File: src/rtl/mem_arbiter.sv
// Two-port arbiter in front of one single-port data memory: round-robin with a bounded
// burst, Mealy grants, and a fixed-latency read-return pipe tagged with the requester id.
module mem_arbiter #(
  parameter int ADDR_W = 32,
  parameter int DATA_W = 32,
  parameter int RD_LAT = 1,
  parameter int BURST  = 4
) (
  input  logic              clk,
  input  logic              rst,
  input  logic              m0_req,
  input  logic              m0_we,
  input  logic [ADDR_W-1:0] m0_addr,
  input  logic [DATA_W-1:0] m0_wdata,
  output logic              m0_gnt,
  output logic              m0_rvalid,
  output logic [DATA_W-1:0] m0_rdata,
  input  logic              m1_req,
  input  logic              m1_we,
  input  logic [ADDR_W-1:0] m1_addr,
  input  logic [DATA_W-1:0] m1_wdata,
  output logic              m1_gnt,
  output logic              m1_rvalid,
  output logic [DATA_W-1:0] m1_rdata,
  output logic [ADDR_W-1:0] mem_addr,
  output logic [DATA_W-1:0] mem_wdata,
  output logic              mem_we,
  input  logic [DATA_W-1:0] mem_rdata
);

  typedef enum logic [1:0] {IDLE, OWN0, OWN1} state_e;

  localparam logic [3:0] BURST_CNT = 4'(BURST);

  state_e            r_state, w_state_nxt;
  logic [3:0]        r_beat_cnt, w_beat_nxt, w_beat_inc;
  logic              r_rr_ptr, w_rr_nxt;
  logic [RD_LAT-1:0] r_rd_vld, r_rd_id;
  logic              w_gnt0, w_gnt1;
  logic              w_rd_push;

  assign w_beat_inc = (r_beat_cnt >= BURST_CNT) ? BURST_CNT : r_beat_cnt + 4'd1;

  // NOTE: every variable gets a default at the top so no path through the case infers a latch.
  always_comb begin
    w_state_nxt = r_state;
    w_beat_nxt  = r_beat_cnt;
    w_rr_nxt    = r_rr_ptr;
    w_gnt0      = 1'b0;
    w_gnt1      = 1'b0;
    case (r_state)
      IDLE: begin
        if (m0_req && (!m1_req || !r_rr_ptr)) begin
          w_gnt0      = 1'b1;
          w_state_nxt = OWN0;
          w_beat_nxt  = 4'd1;
        end else if (m1_req) begin
          w_gnt1      = 1'b1;
          w_state_nxt = OWN1;
          w_beat_nxt  = 4'd1;
        end
      end
      OWN0: begin
        if (m0_req && (r_beat_cnt < BURST_CNT || !m1_req)) begin
          w_gnt0     = 1'b1;
          w_beat_nxt = w_beat_inc;
        end else if (m1_req) begin
          w_gnt1      = 1'b1;
          w_state_nxt = OWN1;
          w_beat_nxt  = 4'd1;
        end else begin
          w_state_nxt = IDLE;
          w_beat_nxt  = 4'd0;
          w_rr_nxt    = 1'b1;
        end
      end
      OWN1: begin
        if (m1_req && (r_beat_cnt < BURST_CNT || !m0_req)) begin
          w_gnt1     = 1'b1;
          w_beat_nxt = w_beat_inc;
        end else if (m0_req) begin
          w_gnt0      = 1'b1;
          w_state_nxt = OWN0;
          w_beat_nxt  = 4'd1;
        end else begin
          w_state_nxt = IDLE;
          w_beat_nxt  = 4'd0;
          w_rr_nxt    = 1'b0;
        end
      end
      default: w_state_nxt = IDLE;
    endcase
    // Grants are combinational, so they must be masked while reset is held.
    if (!rst) begin
      w_gnt0 = 1'b0;
      w_gnt1 = 1'b0;
    end
  end

  // NOTE: sequential state uses non-blocking assignments so all registers update together.
  always_ff @(posedge clk or negedge rst) begin
    if (!rst) begin
      r_state    <= IDLE;
      r_beat_cnt <= 4'd0;
      r_rr_ptr   <= 1'b0;
    end else begin
      r_state    <= w_state_nxt;
      r_beat_cnt <= w_beat_nxt;
      r_rr_ptr   <= w_rr_nxt;
    end
  end

  assign m0_gnt    = w_gnt0;
  assign m1_gnt    = w_gnt1;
  assign mem_we    = (w_gnt0 & m0_we) | (w_gnt1 & m1_we);
  assign mem_addr  = w_gnt0 ? m0_addr  : (w_gnt1 ? m1_addr  : '0);
  assign mem_wdata = w_gnt0 ? m0_wdata : (w_gnt1 ? m1_wdata : '0);
  assign w_rd_push = (w_gnt0 & ~m0_we) | (w_gnt1 & ~m1_we);

  // Read-return pipe: the stage at RD_LAT-1 lines up with mem_rdata for that read.
  always_ff @(posedge clk or negedge rst) begin
    if (!rst) begin
      r_rd_vld <= '0;
      r_rd_id  <= '0;
    end else begin
      for (int i = RD_LAT - 1; i > 0; i--) begin
        r_rd_vld[i] <= r_rd_vld[i-1];
        r_rd_id[i]  <= r_rd_id[i-1];
      end
      r_rd_vld[0] <= w_rd_push;
      r_rd_id[0]  <= w_gnt1;
    end
  end

  assign m0_rvalid = r_rd_vld[RD_LAT-1] & ~r_rd_id[RD_LAT-1];
  assign m1_rvalid = r_rd_vld[RD_LAT-1] &  r_rd_id[RD_LAT-1];
  assign m0_rdata  = m0_rvalid ? mem_rdata : '0;
  assign m1_rdata  = m1_rvalid ? mem_rdata : '0;

endmodule
File: config.mk
export PLATFORM = sky130hd
export DESIGN_NAME = mem_arbiter
export DESIGN_NICKNAME = d
export VERILOG_FILES = /design/src/rtl/mem_arbiter.sv
export SDC_FILE = /design/constraint.sdc
export NUM_CORES = 1
export LEC_CHECK = 0
export CORE_AREA = 2 2 117 119
export CTS_CLUSTER_SIZE = 16
export DETAILED_ROUTE_END_ITERATION = 16
export DIE_AREA = 0 0 119 121
export HOLD_SLACK_MARGIN = 0.12
export PLACE_DENSITY = 0.52
export REMOVE_ABC_BUFFERS = 1
export SYNTH_ARGS = -nofsm -noshare
export SYNTH_HDL_FRONTEND = slang
export SYNTH_SLANG_ARGS = --single-unit
export TNS_END_PERCENT = 50
File: constraint.sdc
create_clock -name clk -period 4.7 [get_ports clk]
set_input_delay 0.705 -clock clk [delete_from_list [all_inputs] [get_ports clk]]
set_output_delay 0.705 -clock clk [all_outputs]
set_load 0.02 [all_outputs]
==> out/results.txt <==
outcome = completed
Sw Share = 0.453
Pint = 912 uW
Switching Power = 756 uW
share of the synthesized area in the top cell type = 0.320
post-synthesis sequential area ratio = 0.125
area grow syn2layout = 178%
die area = 14400 sq um
Pwr Density = 332 nW/um^2
core footprint = 13100 sq um
grt total ovfl = 0
Peak VDD IR = 0.000134 V
Hold EP = r_beat_cnt[1]
CP max stage delay = 0.70 ns
total number of yosys warnings = 0
Final Hold Vio Count = 0
Worst Path Required = 3.99 ns
layout cell share with drive strength beyond 1 = 0.0275
Synth area leaders = a22o_1 32%, dfrtp_1 12%, and2_1 12%
final WL = 12.2 mm
area leader, netlist = a22o_1
Async SR Flop Fraction = 1.00
Worst Setup End Kind = output pin
Fin Clk Skew = 0.00253 ns
commonest non-fill, non-tap cell in the layout = clkdlybuf4s50_1
Worst-Margin Slew = 0.833 ns
fin crit share = 0.899
Root Buffer = clkbuf_16
hpwl dp = 10.4 mm
worst r2r path cells = 5
EDFF count, synth = 0
gpl congestion = 0.860
Reg2Reg Launch Point = r_state[1]
CTS resizes = 0
Hold Startpoint = r_beat_cnt[1]
Hold Crit Class = flip-flop to flip-flop
Die Wd = 119 microns
CTS Buffer Depth = 2
Top Ports = 299
htree depth = 1
Buffers & Inverters on Critical Path = 4
antenna violations before repair = 1
Synth Instances = 228
first-pass GRT wire length = 17.5 mm
Layout Utilization = 0.384
clock network power share = 0.092
Worst slew margin = 0.445
CTS tree = built
Data arrival, critical path = 3.52 ns
post-layout min period = 4.22 ns
worst skew pair latency = 0.24 ns
crit path max-delay cell type = o311ai_1
clock buffer count from CTS = 3
sequential power share = 0.093
RSZ-0062 raised after global routing = no
# DRC = 0
Comb pwr share = 0.815
starting density of the core = 0.138
Pwr Total = 1670 uW
pin count of the biggest net entering global routing = 63
ANT nets after route = 0
Reg2Reg Setup Slack = 2.63 ns
leak pwr = 0.00200 uW
Hold Path Depth = 2
Yosys reg bits = 9
All-Layer GR Usage = 0.155
Die Y = 121 microns
Yosys cell types = 32
vias in the first global route = 2981
Avg Inst Size Synth = 7.93 sq um
crit start category = primary input
Max-Cap Viols = 0
Rows = 42
Sink Count = 9
Crit Path Class = primary input to output pin
routed length per instance = 17.7 microns
vias = 3019
fmax = 237 MHz
Pins Over Slew Limit = 0
CP Cell Sequence = clkdlybuf4s50_1, inv_1, o311ai_1, a2111oi_4, buf_12, a22o_1, clkdlybuf4s50_1
most frequent cells in the layout = 298 x clkdlybuf4s50_1, 66 x a22o_1, 35 x and2_1, 32 x and3_1, 9 x dfrtp_1
Crit Path Max Fanout = 62
setup violators final = 0
final-stage net count = 683
first-pass detailed-route iteration total = 4
Worst-path clk slew = 0.04 ns
postcts setup bufs = 0
critical path's top delay family = buffers and inverters
Vias/cell = 4.39
initial DRC count = 114
hold_buf cts = 0
Mapped Area = 1810 sq um
top flip-flop cell by instance count after synthesis = dfrtp_1
port bufs = 298
Worst path most repeated cell = clkdlybuf4s50_1
Crit Reg-Reg Endpoint = r_rd_vld
## registers in the layout, summed over array words and instances, names as in the netlist
signal and flops:
r_rd_id 1, r_rr_ptr 1, r_state 2, r_rd_vld 1
r_beat_cnt 4
## stage by stage
| stage | std cells | hold WS (ns) | TNS [ns] | cell area [sq um] | setup slack [ns] |
|---|---|---|---|---|---|
| after CTS | 686 | 0.548 | 0 | 5020 | 0.494 |
| after detailed placement | 682 | 0.542 | 0 | 4940 | 0.501 |
| after global placement | 682 | 0.527 | 0 | 4940 | 0.539 |
| final | 687 | 0.543 | 0 | 5030 | 0.476 |
| after global routing | 687 | 0.559 | 0 | 5030 | 0.345 |
| after floorplan | 203 | 0.409 | -1.83 | 1650 | -0.0282 |
## worst register-to-register path: stages (launching register included)
cell,delay [ns]
dfrtp_1,0.40
inv_1,0.10
ha_1,0.32
or3b_1,0.44
a311oi_4,0.51
a22o_1,0.23
## worst max path at each step
stage | startpoint | end | slack [ns] | depth (start not counted)
global placement | m0_req | mem_addr[6] | 0.54 | 7
detailed placement | m1_req | mem_addr[6] | 0.50 | 7
finish | m0_req | mem_wdata[4] | 0.48 | 7
global route | m1_req | mem_wdata[16] | 0.34 | 7
CTS | m1_req | mem_addr[6] | 0.49 | 7
floorplan | r_state[1] | mem_addr[0] | -0.03 | 5
## layer usage
layer | GRT usage | routed length, microns
met3 | 0.0367 | 1110
met5 | 0 | 0
met4 | 0.0446 | 325
met1 | 0.178 | 4640
met2 | 0.287 | 6110
## logic make-up after synthesis
logic type / share of synthesized area
simple gates: 0.288
fa+ha+maj: 0.0415
compound gates: 0.435
flops: 0.125
mux: 0.0118
buf+inv: 0.0997
## synthesized netlist by cell type, types with 3 or more instances
| master | number |
|---|---|
| a22o_1 | 66 |
| and2_1 | 35 |
| and3_1 | 32 |
| clkbuf_1 | 12 |
| dfrtp_1 | 9 |
| a21oi_1 | 7 |
| buf_6 | 7 |
| inv_1 | 7 |
| buf_2 | 6 |
| ha_1 | 6 |
| nand2_1 | 6 |
| nand2b_1 | 5 |
| a21o_1 | 3 |
| nor2_1 | 3 |
## power groups by stage
stage,clock network [uW],logic (uW),registers [uW]
after CTS,155,1380,157
after global placement,0,1370,157
after floorplan,0,687,137
after detailed placement,0,1370,158
after global routing,162,1440,167
final,154,1360,156
## layout make-up
type | instances | area, sq um
timing repair buffer | 303 | 3060
fill | 1315 | 8060
clock buffer | 3 | 75.1
clock inverter | 1 | 5.00
inverter | 7 | 26.3
sequential | 9 | 225
multi-input combinational | 187 | 1410
tap | 176 | 220
antenna | 1 | 2.50
No activity file was read; power rests on OpenSTA's default activity.
